### config.mk
export PLATFORM = sky130hd
export DESIGN_NAME = video_sync_decoder
export DESIGN_NICKNAME = d
export VERILOG_FILES = /design/src/rtl/video_sync_decoder.sv
export SDC_FILE = /design/constraint.sdc
export NUM_CORES = 1
export LEC_CHECK = 0
export CAP_MARGIN = 5
export CORE_ASPECT_RATIO = 0.9
export CORE_MARGIN = 2
export CORE_UTILIZATION = 50
export DETAILED_ROUTE_END_ITERATION = 10
export HOLD_SLACK_MARGIN = 0.05
export PLACE_DENSITY = 0.75
export SYNTH_ARGS = -nofsm -noshare
export SYNTH_HDL_FRONTEND = slang
export SYNTH_SLANG_ARGS = --single-unit
### constraint.sdc
create_clock -name clk -period 2.6 [get_ports clk]
set_clock_uncertainty 0.05 [all_clocks]
set_input_delay 0.52 -clock clk [delete_from_list [all_inputs] [get_ports clk]]
set_output_delay 0.52 -clock clk [all_outputs]
set_load 0.03 [all_outputs]
### src/rtl/video_sync_decoder.sv
// ---------------------------------------------------------------------------
// video_sync_decoder
//
// Recovers pixel coordinates from a raw hsync/vsync/rgb stream. It measures
// the line period and lines per frame, trains on a stable line length, and
// once locked emits registered x/y/pixel_rgb with a pixel_valid qualifier.
// Lock drops when a line length deviates by more than one clock or hsync
// disappears for H_TIMEOUT clocks.
//
// Optional feature macro: VIDEO_DECODER_STATS_EN
//   defined   -> frame_count / err_count statistics counters are built
//   undefined -> frame_count / err_count are tied to 0
//
// Ports
//   clk          in   pixel clock, rising edge
//   reset        in   asynchronous active-low reset, release synchronised
//   hsync        in   active-high horizontal sync
//   vsync        in   active-high vertical sync
//   rgb[2:0]     in   pixel colour {b,g,r}
//   x[8:0]       out  visible column (0 when pixel_valid is 0)
//   y[7:0]       out  visible line   (0 when pixel_valid is 0)
//   pixel_valid  out  x/y/pixel_rgb valid
//   pixel_rgb    out  rgb delayed one clock, aligned with x/y
//   frame_start  out  one-cycle pulse on a vsync leading edge while locked
//   locked       out  FSM is in LOCKED
//   line_len     out  last measured hsync period in clocks
//   frame_lines  out  last measured lines per frame
//   frame_count  out  locked frames received
//   err_count    out  lock-loss events, saturating
//
// state   | meaning
// --------+--------------------------------------------------------------
// SEARCH  | no timing reference, waiting for a vsync leading edge
// TRAIN   | counting consecutive equal-length lines
// LOCKED  | timing stable, pixels are decoded
// ---------------------------------------------------------------------------
module video_sync_decoder #(
    parameter int H_START    = 64,
    parameter int V_START    = 16,
    parameter int H_VISIBLE  = 256,
    parameter int V_VISIBLE  = 240,
    parameter int H_TIMEOUT  = 1023,
    parameter int LOCK_LINES = 4
) (
    input  logic        clk,
    input  logic        reset,
    input  logic        hsync,
    input  logic        vsync,
    input  logic [2:0]  rgb,
    output logic [8:0]  x,
    output logic [7:0]  y,
    output logic        pixel_valid,
    output logic [2:0]  pixel_rgb,
    output logic        frame_start,
    output logic        locked,
    output logic [9:0]  line_len,
    output logic [9:0]  frame_lines,
    output logic [15:0] frame_count,
    output logic [7:0]  err_count
);

    localparam logic [9:0] H_START_C  = 10'(H_START);
    localparam logic [9:0] H_END_C    = 10'(H_START + H_VISIBLE);
    localparam logic [9:0] V_START_C  = 10'(V_START);
    localparam logic [9:0] V_END_C    = 10'(V_START + V_VISIBLE);
    localparam logic [9:0] H_TMO_C    = 10'(H_TIMEOUT);
    localparam logic [9:0] LOCK_CNT_C = 10'(LOCK_LINES);

    typedef enum logic [1:0] {
        ST_SEARCH = 2'd0,
        ST_TRAIN  = 2'd1,
        ST_LOCKED = 2'd2
    } state_t;

    // Reset asserts immediately and releases two clocks later, so the
    // sync registers only start sampling once the whole block is out of reset.
    logic [1:0] rst_sync_q;
    logic       rst_int_n;

    always_ff @(posedge clk or negedge reset) begin
        if (!reset) rst_sync_q <= 2'b00;
        else        rst_sync_q <= {rst_sync_q[0], 1'b1};
    end

    assign rst_int_n = rst_sync_q[1];

    state_t      state_q, state_d;
    logic        hs_q, vs_q;
    logic [9:0]  hcount_q, hcount_d;
    logic [9:0]  vcount_q, vcount_d;
    logic [9:0]  line_len_q, line_len_d;
    logic [9:0]  frame_lines_q, frame_lines_d;
    logic [9:0]  lock_len_q, lock_len_d;
    logic [9:0]  train_cnt_q, train_cnt_d;
    logic        pix_valid_q, pix_valid_d;
    logic [8:0]  x_q, x_d;
    logic [7:0]  y_q, y_d;
    logic [2:0]  pix_rgb_q, pix_rgb_d;
    logic        frame_start_q, frame_start_d;

    logic        hs_edge, vs_edge;
    logic [9:0]  hcount_p1;
    logic [9:0]  len_diff;
    logic        line_match;
    logic        lost;

    assign hs_edge   = hsync & ~hs_q;
    assign vs_edge   = vsync & ~vs_q;
    // Saturating +1 so a missing hsync measures as 1023, never wraps to 0.
    assign hcount_p1 = (hcount_q == 10'h3FF) ? 10'h3FF : hcount_q + 10'd1;
    assign line_match = (hcount_p1 == line_len_q);
    assign len_diff  = (hcount_p1 >= lock_len_q) ? (hcount_p1 - lock_len_q)
                                                 : (lock_len_q - hcount_p1);
    assign lost      = (state_q == ST_LOCKED) &&
                       ((hs_edge && (len_diff > 10'd1)) || (hcount_q == H_TMO_C));

    // Line / frame measurement runs in every state.
    always_comb begin
        hcount_d      = hs_edge ? 10'd0 : hcount_p1;
        line_len_d    = hs_edge ? hcount_p1 : line_len_q;
        vcount_d      = vcount_q;
        frame_lines_d = frame_lines_q;
        if (hs_edge) vcount_d = vcount_q + 10'd1;
        if (vs_edge) begin
            frame_lines_d = vcount_q;
            vcount_d      = 10'd0;
        end
    end

    always_comb begin
        state_d     = state_q;
        train_cnt_d = train_cnt_q;
        lock_len_d  = lock_len_q;
        case (state_q)
            ST_SEARCH: begin
                if (vs_edge) begin
                    state_d     = ST_TRAIN;
                    train_cnt_d = 10'd0;
                end
            end
            ST_TRAIN: begin
                if (hs_edge) begin
                    if (!line_match)              train_cnt_d = 10'd0;
                    else if (train_cnt_q != 10'h3FF) train_cnt_d = train_cnt_q + 10'd1;
                end
                if (vs_edge && (train_cnt_q >= LOCK_CNT_C)) begin
                    state_d    = ST_LOCKED;
                    lock_len_d = line_len_d;
                end
            end
            ST_LOCKED: begin
                if (lost) state_d = ST_SEARCH;
            end
            default: state_d = ST_SEARCH;
        endcase
    end

    // Output stage: everything is decided from the current counters and
    // registered once, giving one clock from rgb sample to pixel_rgb.
    always_comb begin
        pix_valid_d   = (state_q == ST_LOCKED) &&
                        (hcount_q >= H_START_C) && (hcount_q < H_END_C) &&
                        (vcount_q >= V_START_C) && (vcount_q < V_END_C);
        x_d           = 9'd0;
        y_d           = 8'd0;
        pix_rgb_d     = 3'd0;
        if (pix_valid_d) begin
            x_d       = 9'(hcount_q - H_START_C);
            y_d       = 8'(vcount_q - V_START_C);
            pix_rgb_d = rgb;
        end
        // Covers the TRAIN->LOCKED edge as well as edges while locked.
        frame_start_d = vs_edge && (state_d == ST_LOCKED);
    end

    always_ff @(posedge clk or negedge rst_int_n) begin
        if (!rst_int_n) begin
            state_q       <= ST_SEARCH;
            hs_q          <= 1'b0;
            vs_q          <= 1'b0;
            hcount_q      <= 10'd0;
            vcount_q      <= 10'd0;
            line_len_q    <= 10'd0;
            frame_lines_q <= 10'd0;
            lock_len_q    <= 10'd0;
            train_cnt_q   <= 10'd0;
            pix_valid_q   <= 1'b0;
            x_q           <= 9'd0;
            y_q           <= 8'd0;
            pix_rgb_q     <= 3'd0;
            frame_start_q <= 1'b0;
        end else begin
            state_q       <= state_d;
            hs_q          <= hsync;
            vs_q          <= vsync;
            hcount_q      <= hcount_d;
            vcount_q      <= vcount_d;
            line_len_q    <= line_len_d;
            frame_lines_q <= frame_lines_d;
            lock_len_q    <= lock_len_d;
            train_cnt_q   <= train_cnt_d;
            pix_valid_q   <= pix_valid_d;
            x_q           <= x_d;
            y_q           <= y_d;
            pix_rgb_q     <= pix_rgb_d;
            frame_start_q <= frame_start_d;
        end
    end

    assign x           = x_q;
    assign y           = y_q;
    assign pixel_valid = pix_valid_q;
    assign pixel_rgb   = pix_rgb_q;
    assign frame_start = frame_start_q;
    assign locked      = (state_q == ST_LOCKED);
    assign line_len    = line_len_q;
    assign frame_lines = frame_lines_q;

`ifdef VIDEO_DECODER_STATS_EN
    logic [15:0] frame_count_q;
    logic [7:0]  err_count_q;

    always_ff @(posedge clk or negedge rst_int_n) begin
        if (!rst_int_n) begin
            frame_count_q <= 16'd0;
            err_count_q   <= 8'd0;
        end else begin
            if (frame_start_d)                 frame_count_q <= frame_count_q + 16'd1;
            if (lost && (err_count_q != 8'hFF)) err_count_q  <= err_count_q + 8'd1;
        end
    end

    assign frame_count = frame_count_q;
    assign err_count   = err_count_q;
`else
    assign frame_count = 16'd0;
    assign err_count   = 8'd0;
`endif

endmodule

### Word-level counts from Yosys, hierarchy flattened

Index checks and enable logic that the tools add are counted.

* flip-flop bits (word level): 88
* input bits: 7
* output and inout bits: 67
* logic and storage cells: 74

* add/subtract/negate cells: 7
* order comparisons: 7
* equal/unequal tests: 9
* multiplexer cells: 18
* bitwise gates (word level): 4
* reduce and logical (&&, ||, !) cells: 14

Operator list (count)
* $mux W10: 10
* $add A10 B1 Y10 const B: 3
* $lt A10 B9 Y1 const B: 2
* $pmux W10 S2: 1
* $sub A10 B10 Y10: 2
* $eq A10 B10 Y1: 1
* $eq A10 B10 Y1 const B: 1
* $ge A10 B10 Y1: 1
* $ge A10 B3 Y1 const B: 1
* $ge A10 B5 Y1 const B: 1
* $ge A10 B7 Y1 const B: 1
* $gt A10 B1 Y1 const B: 1
* $ne A10 B10 Y1 const B: 1
* $mux W9: 1
* $sub A9 B7 Y9 const B: 1
* $logic_and A1 B1 Y1: 8
* $mux W8: 1
* $sub A8 B5 Y8 const B: 1
* $mux W2: 3
* $pmux W2 S3: 1
* $eq A2 B2 Y1 const B: 2
* $ne A2 B2 Y1 const B: 2
* $reduce_and A4 Y1: 1
* $reduce_bool A2 Y1: 2
* 8 further kinds: 10

### Depth between registers and ports, before layout

Gate-level depths: netlist of the first run.

* word-level depth: 12
* mapped depth: 16
* mapped depth without buffers: 15

### Worst setup path after synthesis of the first run

No wires, ideal clock.

* kind: register -> register
* start: register hcount_q[6]
* end: register frame_start_q (netlist: frame_start)
* library setup time: 94 ps
* arrival time: 3619 ps
* required time: 2456 ps
* slack: -1162 ps
* stages on the path, launching flop included: 16
* buffers on the path: 0
* clock period less this slack: 3762 ps
* path through: dfrtp_1 -> ha_1 -> and3_1 -> nand3_2 -> inv_1 -> nor2_1 -> inv_1 -> ha_1 -> nor2b_1 -> o21a_1 -> or4b_2 -> a221oi_1 -> nand3b_1 -> a32oi_1 -> nand3_1 -> a211oi_1

* cells in the longest elaborated chain, start to end: 12
* elaborated cells on any way between the ends: 15
* those cells by class: add/sub (3); order compare (2); eq/ne (2); mux (4); reduce/logical (4)

Ends and longest elaborated chain
* start, declared: RTL line 89 `logic [9:0] hcount_q, hcount_d;`
* start signal, assigned: RTL line 196 `hcount_q <= hcount_d;`
* $add A10 B1 Y10 / $eq A10 B10 Y1 (equally long branches): RTL line 110, 115
* $mux W10: RTL line 110 `assign hcount_p1 = (hcount_q == 10'h3FF) ? 10'h3FF : hcount_q + 10'd1;`
* $sub A10 B10 Y10, or another cell as far along: RTL line 113 `: (lock_len_q - hcount_p1);`
* $mux W10: RTL line 112 `assign len_diff = (hcount_p1 >= lock_len_q) ? (hcount_p1 - lock_len_q)`
* $gt A10 B1 Y1: RTL line 115 `((hs_edge && (len_diff > 10'd1)) || (hcount_q == H_TMO_C));`
* $logic_and A1 B1 Y1: RTL line 115
* $logic_or A1 B1 Y1 *: RTL line 115
* $logic_and A1 B1 Y1 *: RTL line 114 `assign lost = (state_q == ST_LOCKED) &&`
* $mux W2 *: RTL line 152 `if (lost) state_d = ST_SEARCH;`
* $pmux W2 S3 *: RTL line 134 `case (state_q)`
* $eq A2 B2 Y1 *: RTL line 173 `frame_start_d = vs_edge && (state_d == ST_LOCKED);`
* $logic_and A1 B1 Y1 *: RTL line 173
* named net frame_start_d: RTL line 99 `logic frame_start_q, frame_start_d;`
* end signal, assigned: RTL line 206 `frame_start_q <= frame_start_d;`
* end, declared: RTL line 99

The timed path passes the listed nets; every way through them passes the cells marked *.
A chain may end at the register's enable or synchronous reset.

### Worst setup path after layout of the first run

* start: register hcount_q[7]
* end: register state_q[1]

* cells in the longest elaborated chain, start to end: 10
* elaborated cells on any way between the ends: 13
* those cells by class: add/sub (3); order compare (2); eq/ne (1); mux (4); reduce/logical (3)

Ends and longest elaborated chain
* $add A10 B1 Y10 / $eq A10 B10 Y1 (equally long branches): RTL line 110, 115
* $mux W10: RTL line 110
* $sub A10 B10 Y10, or another cell as far along: RTL line 113
* $mux W10: RTL line 112
* $gt A10 B1 Y1: RTL line 115
* $logic_and A1 B1 Y1: RTL line 115
* $logic_or A1 B1 Y1 *: RTL line 115
* $logic_and A1 B1 Y1 *: RTL line 114
* $mux W2 *: RTL line 152
* $pmux W2 S3 *: RTL line 134
* named net state_d[1]: RTL line 87 `state_t state_q, state_d;`
* end signal, assigned: RTL line 193 `state_q <= state_d;`
* end, declared: RTL line 87

Marks and branches as above.

==> metrics.md, run 1 <==
| Metric | Value |
|---|---|
| Area growth syn-to-layout | `40.8%` |
| Class of the most critical hold timing path | `reg2async` |
| Worst path setup slack after routing | `-0.783 ns` |
| Count of cells along the worst register-to-register path | `16` |
| H-tree depth | `3` |
| Height of the die | `101 um` |
| Worst R2R Start | `hcount_q[7]` |
| Core Box Area | `10200 sq um` |
| Worst slew margin relative to its limit | `0.458` |
| Final hold violations | `0` |
| Skew-Pair Late Insertion Delay | `0.35 ns` |
| Total grt overflow | `0` |
| Global-route total usage across every layer | `0.266` |
| Cell types occupying the most area after synthesis | `dfrtp_1 42%, ha_1 7.4%, nand2_1 5.0%` |
| Clock transition at the registers of the reported paths | `0.07 ns` |
| Max Buffers Root-to-Sink | `2` |
| Power after layout | `5.31 mW` |
| Total clock buffers created by CTS | `9` |
| Part of the Yosys area used for sequential elements | `0.422` |
| Unique masters post-synth | `65` |
| Maximum number of pins on one net before global-route repair | `39` |
| CP arrival | `3.61 ns` |
| Class of the most critical setup path | `reg2reg` |
| Syn. warnings | `0` |
| Drt initial violations | `372` |
| Cell area after technology mapping | `5220 sq um` |
| Required time at the endpoint of the critical path | `2.83 ns` |
| Share of the clock period used by the worst path after layout | `1.30` |
| FMAX | `0.296 GHz` |
| Final WL | `15000 um` |
| Number of flops mapped to enable cells by yosys | `0` |
| Status | `finished, violations left` |
| Setup slack, reg-to-reg | `-0.78 ns` |
| Placed wire-length estimate after detailed placement | `10700 um` |
| Final setup vio count | `12` |
| Proportion of netlist area held by the largest area contributor | `0.422` |
| Syn Area/Cell | `8.96 sq um` |
| Pin slew with the least headroom to its limit | `0.813 ns` |
| Max-slew violation count | `0` |
| Post-synth ARST share | `1.00` |
| Wire length of the first global-routing pass | `23700 um` |
| Fill cell instance count of the final layout | `704` |
| Sink Count | `88` |
| Tmin final | `3.38 ns` |
| Violated checks | `negative setup slack` |
| Startpoint class of the critical path | `register` |
| Reg-to-reg endpoint | `state_q[1]` |
| Static power due to leakage | `3.41 nW` |
| First-pass detailed-route iteration total | `5` |
| Total of flip-flops plus latches after synthesis | `88` |
| Remaining antenna violation count | `0` |
| Area taken by multi-input logic gates | `3010 sq um` |
| # diodes | `0` |
| # IOs | `74` |
| Number of max-cap violations | `0` |
| TritonCTS clock tree | `built` |
| Remaining DRCs | `0` |
| Syn Inst Count | `582` |
| Die outline width | `112 um` |
| Root buffer cell | `clkbuf_16` |
| Die Footprint | `11300 sq um` |
| Primary flip-flop cell chosen by synthesis mapping | `dfrtp_1` |
| First element of the critical path | `hcount_q[7]` |
| Post-route non-filler standard cell count | `875` |
| Maximum VDD drop | `0.644 mV` |
| Number of nets in the final layout | `781` |
| Number of global-route vias before repair | `4827` |
| Critical path fanouts, max | `5` |
| Starting utilization of the core area | `0.511` |
| Buffers on Ports | `49` |
| Register cell area after layout | `2210 sq um` |
| DR vias/cell | `5.47` |
| Power density of the placed cells | `723 nW/um^2` |
| Final weighted congestion in routability-driven placement | `0.901` |
| Critical Path Sink Type | `register` |
| Library cell with the largest summed area after synthesis | `dfrtp_1` |
| Endpoint of the most critical setup path | `state_q[1]` |
| Antenna violations before repair | `1` |
| Placed cell count | `848` |
| Unrepaired setup endpoints after global routing | `yes` |
| Average routed wire per standard cell | `17.1 um` |
| Number of placement rows | `35` |
| Share of layout cells above drive strength 1 | `0.275` |
| Vias after detailed routing | `4785` |
[stage by stage]
stage	setup WS (ns)	hold slack [ns]	TNS, ns	area [sq um]	utilization
floorplan	-0.751	0.174	-1.35	5440	-
global placement	-0.796	0.209	-2.10	6660	0.653
detailed placement	-0.871	0.214	-3.44	6660	0.653
CTS	-0.712	0.218	-1.97	7240	0.710
global route	-0.926	0.244	-4.74	7340	0.720
finish	-0.783	0.204	-3.61	7340	0.720
[where the power goes]
group / internal (mW) / switching (mW)
sequential: 1.48 / 0.128
combinational: 1.03 / 1.16
clock: 0.948 / 0.563
[Yosys cell counts, types with 8 or more instances]
cell       n
buf_4     24
nand4_1    8
clkbuf_1  18
nor2_1    53
inv_1     39
dfrtp_1   88
o21ai_0   38
nand3_1   19
a21oi_1   30
xor2_1    16
nand2_1   70
ha_1      31
and2_1    13
nor3_1    10
xnor2_1   12
[flip-flops by register name, summed over array words and instances, names as in the netlist]
| register | cells |
|---|---|
| frame_lines | 10 |
| vs_q | 1 |
| pixel_valid | 1 |
| x | 9 |
| vcount_q | 10 |
| rst_sync_q | 2 |
| lock_len_q | 10 |
| hcount_q | 10 |
| pixel_rgb | 3 |
| state_q | 2 |
| hs_q | 1 |
| frame_start | 1 |
| train_cnt_q | 10 |
| y | 8 |
| line_len | 10 |
[cell type report]
| cell class | instances | share of cell area |
|---|---|---|
| clock buffers | 10 | 0.0312 |
| clock inverters | 6 | 0.0160 |
| inverters | 39 | 0.0203 |
| multi-input cells | 429 | 0.410 |
| flip-flops and latches | 88 | 0.301 |
| well taps | 129 | 0.0220 |
| repair buffers | 174 | 0.199 |
[per-layer routing]
metal | GRT usage | share of wire | wire (um)
met5 | 0 | 0 | 0
met3 | 0.0764 | 0.063 | 940
met4 | 0.101 | 0.029 | 442
met2 | 0.442 | 0.49 | 7310
met1 | 0.332 | 0.42 | 6320
[what timing repair did]
action | in CTS | in global routing
pin swaps | 9 | 13
gates resized for setup | 29 | 20
setup endpoints to repair | 12 | 12
setup buffers | 8 | 3
hold buffers | 0 | 0
[critical path, cell delays in order (launching register included)]
cell and delay (ns):
dfrtp_1 0.40, ha_4 0.16, and3_4 0.21, nand3_4 0.11, nand2_4 0.10, inv_4 0.04
ha_4 0.15, fa_2 0.35, nand3b_1 0.23, a311oi_4 0.27, a2111oi_4 0.10, nor4_2 0.17
or3b_1 0.37, a32oi_1 0.21, nand3_1 0.16, buf_4 0.17, nand2_2 0.04
[worst min-delay path by stage]
stage                              from              to  slack (ns)  depth (start not counted)
after floorplan                   reset   rst_sync_q[0]        0.17                          0
after global placement    rst_sync_q[1]  frame_lines[9]        0.21                          0
after detailed placement  rst_sync_q[1]  frame_lines[4]        0.21                          0
after CTS                 rst_sync_q[1]  frame_lines[8]        0.22                          0
after global routing      rst_sync_q[1]  frame_lines[8]        0.24                          0
final                     rst_sync_q[1]  frame_lines[8]        0.20                          0
[logic make-up after synthesis]
| logic type | count (synthesis) | synth area share |
|---|---|---|
| fa+ha+maj | 33 | 0.0821 |
| other cells | 2 | 0.00144 |
| mux | 5 | 0.00960 |
| flops | 88 | 0.422 |
| xor+xnor | 28 | 0.0470 |
| simple gates | 221 | 0.213 |
| buf+inv | 88 | 0.0818 |
| compound gates | 117 | 0.143 |
[cell usage in the layout, fill, tap and decap left out, types with 4 or more instances in the layout]
cell type,netlist,final
a21oi_1,30,26
nor4_1,7,5
o21ai_0,38,36
nand2b_1,5,5
nand2_1,70,66
buf_6,0,5
o21a_1,5,5
ha_4,0,10
nand3b_1,4,4
ha_1,31,20
xnor2_1,12,12
nor2b_1,7,6
dfrtp_2,0,6
conb_1,2,25
clkbuf_16,0,9
mux2i_1,5,4
inv_1,39,35
nor3_1,10,10
a31oi_1,6,6
or3_1,5,4
nand4_1,8,8
nand3_1,19,17
buf_4,24,119
and2_1,13,13
dfrtp_1,88,81
xor2_1,16,15
nor2_1,53,52
clkdlybuf4s50_1,0,49
o21ai_1,3,5
Note: power is estimated with default switching activity, not from simulation.
==> run 2: changes to the inputs <==
Settings changed: ABC_AREA from default to 1.
==> run 2 against run 1 <==
  * Core utilization fell by 6.8 points
  * Fmax rose by 24%
  * The flow still finishes with violations (negative setup slack)
  * Largest power group is now registers
  * Largest cell class unchanged
  * Total power fell by 18%
  * Synthesized area rose by 3.7%
==> metrics.md, run 2 <==
| Metric | Value |
|---|---|
| Status | `finished, violations left (unchanged)` |
| Power after layout | `4.37 mW (was 5.31 mW)` |
| Top-count cell post-synth | `nand2_1 (was dfrtp_1)` |
| Number of nets in the final layout | `871 (was 781)` |
| Sink Count | `88 (unchanged)` |
| Critical path fanouts, max | `5 (unchanged)` |
| Total grt overflow | `0 (unchanged)` |
| Simple-gate portion of the synthesized area | `0.299 (was 0.213)` |
| Share of cell area taken by muxes after synthesis | `0 (was 0.00960)` |
| Antenna violations before repair | `0 (was 1)` |
| Cell area after technology mapping | `5410 sq um (was 5220 sq um)` |
| Total of flip-flops plus latches after synthesis | `88 (unchanged)` |
| Maximum number of pins on one net before global-route repair | `38 (was 39)` |
| Class of the most critical setup path | `reg2reg (unchanged)` |
| First-pass detailed-route iteration total | `5 (unchanged)` |
| Root buffer cell | `clkbuf_16 (unchanged)` |
| Chain of cells forming the critical path | `ha_4, nand2_4, nor2_8, nand3_4, nand2_4, inv_4, ha_4, fa_2, inv_1, buf_4, nand2_1, nand3_1, nand2_1, nand2_1, nor2_1, nor2_1, nand3_1, nand3_2, nand2_2, a21oi_2 (was ha_4, and3_4, nand3_4, nand2_4, inv_4, ha_4, fa_2, nand3b_1, a311oi_4, a2111oi_4, nor4_2, or3b_1, a32oi_1, nand3_1, buf_4, nand2_2)` |
| Compound-cell area share of the yosys netlist | `0.0662 (was 0.143)` |
| CP arrival | `2.96 ns (was 3.61 ns)` |
| Post-synth top cells | `194 x nand2_1, 119 x inv_1, 88 x dfrtp_1 (was 88 x dfrtp_1, 70 x nand2_1, 53 x nor2_1)` |
| DR vias/cell | `5.11 (was 5.47)` |
| Largest family of logic cells by synthesized area | `simple AND/OR/NAND/NOR gates (unchanged)` |
| Fill cell instance count of the final layout | `901 (was 704)` |
| Required time at the endpoint of the critical path | `2.82 ns (was 2.83 ns)` |
| TritonCTS clock tree | `built (unchanged)` |
| Static power due to leakage | `3.59 nW (was 3.41 nW)` |
| Share of layout cells above drive strength 1 | `0.189 (was 0.275)` |
| Worst path setup slack after routing | `-0.138 ns (was -0.783 ns)` |
| Unique masters post-synth | `37 (was 65)` |
| Cell types occupying the most area after synthesis | `dfrtp_1 41%, nand2_1 13%, inv_1 8.3% (was dfrtp_1 42%, ha_1 7.4%, nand2_1 5.0%)` |
| Max-slew violation count | `0 (unchanged)` |
| FMAX | `0.365 GHz (was 0.296 GHz)` |
| Reg-to-reg endpoint | `frame_start (was state_q[1])` |
| Placed wire-length estimate after detailed placement | `10100 um (was 10700 um)` |
| Final setup vio count | `2 (was 12)` |
| Wire length of the first global-routing pass | `21700 um (was 23700 um)` |
| Remaining antenna violation count | `0 (unchanged)` |
| Global-route total usage across every layer | `0.235 (was 0.266)` |
| Post-synth ARST share | `1.00 (unchanged)` |
| Drt initial violations | `287 (was 372)` |
| Proportion of netlist area held by the largest area contributor | `0.407 (was 0.422)` |
| Clock transition at the registers of the reported paths | `0.07 ns (about the same)` |
| Number of flops mapped to enable cells by yosys | `0 (unchanged)` |
| Final WL | `13500 um (was 15000 um)` |
| Most common cell after layout, fill and taps aside | `nand2_1 (was buf_4)` |
| Skew-Pair Late Insertion Delay | `0.34 ns (was 0.35 ns)` |
| Syn Area/Cell | `7.46 sq um (was 8.96 sq um)` |
| Remaining DRCs | `0 (unchanged)` |
| Core Box Area | `10700 sq um (was 10200 sq um)` |
| Die Footprint | `11700 sq um (was 11300 sq um)` |
| Commonest cells after routing, fill and taps aside | `179 x nand2_1, 114 x inv_1, 86 x dfrtp_1, 58 x nor2_1, 58 x buf_4 (was 119 x buf_4, 81 x dfrtp_1, 66 x nand2_1, 52 x nor2_1, 49 x clkdlybuf4s50_1)` |
| Maximum VDD drop | `0.320 mV (was 0.644 mV)` |
| Unrepaired setup endpoints after global routing | `yes (unchanged)` |
| Total clock buffers created by CTS | `9 (unchanged)` |
| Height of the die | `103 um (was 101 um)` |
| Die outline width | `114 um (was 112 um)` |
| Arithmetic-cell share of the synthesized area counting full adders, half adders and majority gates | `0.0791 (was 0.0821)` |
| Count of cells along the worst register-to-register path | `20 (was 16)` |
| Part of the Yosys area used for sequential elements | `0.407 (was 0.422)` |
| Worst slew margin relative to its limit | `0.613 (was 0.458)` |
| Final weighted congestion in routability-driven placement | `0.952 (was 0.901)` |
| H-tree depth | `3 (unchanged)` |
| Number of max-cap violations | `0 (unchanged)` |
| Post-Route Setup TNS | `-0.215 ns (was -3.61 ns)` |
| Setup slack, reg-to-reg | `-0.14 ns (was -0.78 ns)` |
| Final cell area excluding filler cells | `6950 sq um (was 7340 sq um)` |
| Tmin final | `2.74 ns (was 3.38 ns)` |
| Post-synthesis xor/xnor area fraction | `0.0162 (was 0.0470)` |
| Average routed wire per standard cell | `13.9 um (was 17.1 um)` |
| Class of the most critical hold timing path | `reg2async (unchanged)` |
| Final hold violations | `0 (unchanged)` |
| Share of the clock period used by the worst path after layout | `1.05 (was 1.30)` |
| Max Buffers Root-to-Sink | `2 (unchanged)` |
| Power density of the placed cells | `629 nW/um^2 (was 723 nW/um^2)` |
| # diodes | `0 (unchanged)` |
| Pin slew with the least headroom to its limit | `0.580 ns (was 0.813 ns)` |
| Number of global-route vias before repair | `4656 (was 4827)` |
| Placed Area | `6330 sq um (was 6660 sq um)` |
| Crit path top cell by count | `nand2_1 (was ha_4)` |
| Syn Inst Count | `725 (was 582)` |
| Library cell with the largest summed area after synthesis | `dfrtp_1 (unchanged)` |
| # IOs | `74 (unchanged)` |
| Area growth syn-to-layout | `28.6% (was 40.8%)` |
| Critical Path Sink Type | `register (unchanged)` |
| Number of placement rows | `36 (was 35)` |
| Worst path max stage delay | `0.42 ns (was 0.40 ns)` |
| Buffers on Ports | `49 (unchanged)` |
| Worst R2R Start | `hcount_q[1] (was hcount_q[7])` |
| Violated checks | `negative setup slack (unchanged)` |
| Critical-path top delay cell | `dfrtp_1 (unchanged)` |
| Vias after detailed routing | `4954 (was 4785)` |
| Primary flip-flop cell chosen by synthesis mapping | `dfrtp_1 (unchanged)` |
| Syn. warnings | `0 (unchanged)` |
| Startpoint class of the critical path | `register (unchanged)` |
| Starting utilization of the core area | `0.507 (was 0.511)` |
[run 2: cell types whose count changed after synthesis, moves of 6 or more]
cell      change
xor2_1       -10
nor2_2        +6
nand2_1     +124
and2_1       -13
inv_1        +80
nor2_1       +13
nand3_1      +35
xnor2_1       -8
clkbuf_1      -6
a21oi_1      -14
nand4_1      +10
nor2b_1       -7
[run 2: repair_timing]
action,CTS,global route
hold buffers,0,0
setup endpoints to repair,2,2
pin swaps,12,15
buffers inserted,5,3
resized for setup,24,37
[run 2: cells by family after synthesis]
kind of cell,after synthesis
simple gates,364
buf+inv,161
flops,88
compound gates,67
fa+ha+maj,33
xor+xnor,10
other cells,2
[run 2: power breakdown]
| part | leakage (nW) | internal [mW] | switching, mW |
|---|---|---|---|
| combinational | 2.27 | 0.567 | 0.839 |
| clock | 0.166 | 0.883 | 0.558 |
| sequential | 1.15 | 1.44 | 0.0847 |
| total | 3.59 | 2.89 | 1.48 |
[run 2: cell type report]
| type | instances | area [sq um] | area share |
|---|---|---|---|
| inverters | 123 | 467 | 0.0671 |
| well taps | 133 | 166 | 0.0239 |
| repair buffers | 110 | 960 | 0.138 |
| clock inverters | 6 | 103 | 0.0148 |
| multi-input cells | 499 | 2810 | 0.404 |
| flip-flops and latches | 88 | 2210 | 0.317 |
| clock buffers | 10 | 239 | 0.0344 |
[run 2: metrics by stage]
stage | setup slack, ns | hold WS [ns] | utilization | instances
finish | -0.138 | 0.230 | 0.651 | 969
global route | -0.308 | 0.284 | 0.651 | 969
CTS | -0.157 | 0.260 | 0.638 | 966
detailed placement | -0.198 | 0.255 | 0.593 | 945
global placement | -0.177 | 0.250 | 0.593 | 945
floorplan | 0.0178 | 0.174 | - | 748
[run 2: how the worst max path moves through the flow]
| stage | start | end | depth (start not counted) |
|---|---|---|---|
| after global placement | hcount_q[6] | frame_start | 19 |
| after floorplan | hcount_q[0] | frame_start | 18 |
| after detailed placement | hcount_q[0] | frame_start | 20 |
| final | hcount_q[1] | frame_start | 20 |
| after CTS | hcount_q[0] | frame_start | 18 |
| after global routing | hcount_q[1] | frame_start | 23 |
[run 2: routing by layer]
layer,vias to the layer above,GRT usage,part of all wire
li1,2422,-,-
met1,2336,0.308,0.44
met2,167,0.393,0.48
met3,29,0.0488,0.058
met4,0,0.0760,0.023
met5,-,0,0
[run 2: worst max-delay path: cells and delay by family, from the launching register on]
family / cells / cell delay [ns]
buf+inv: 3 / 0.24
compound gates: 1 / 0.12
flops: 1 / 0.42
simple gates: 13 / 1.12
fa+ha+maj: 3 / 0.70
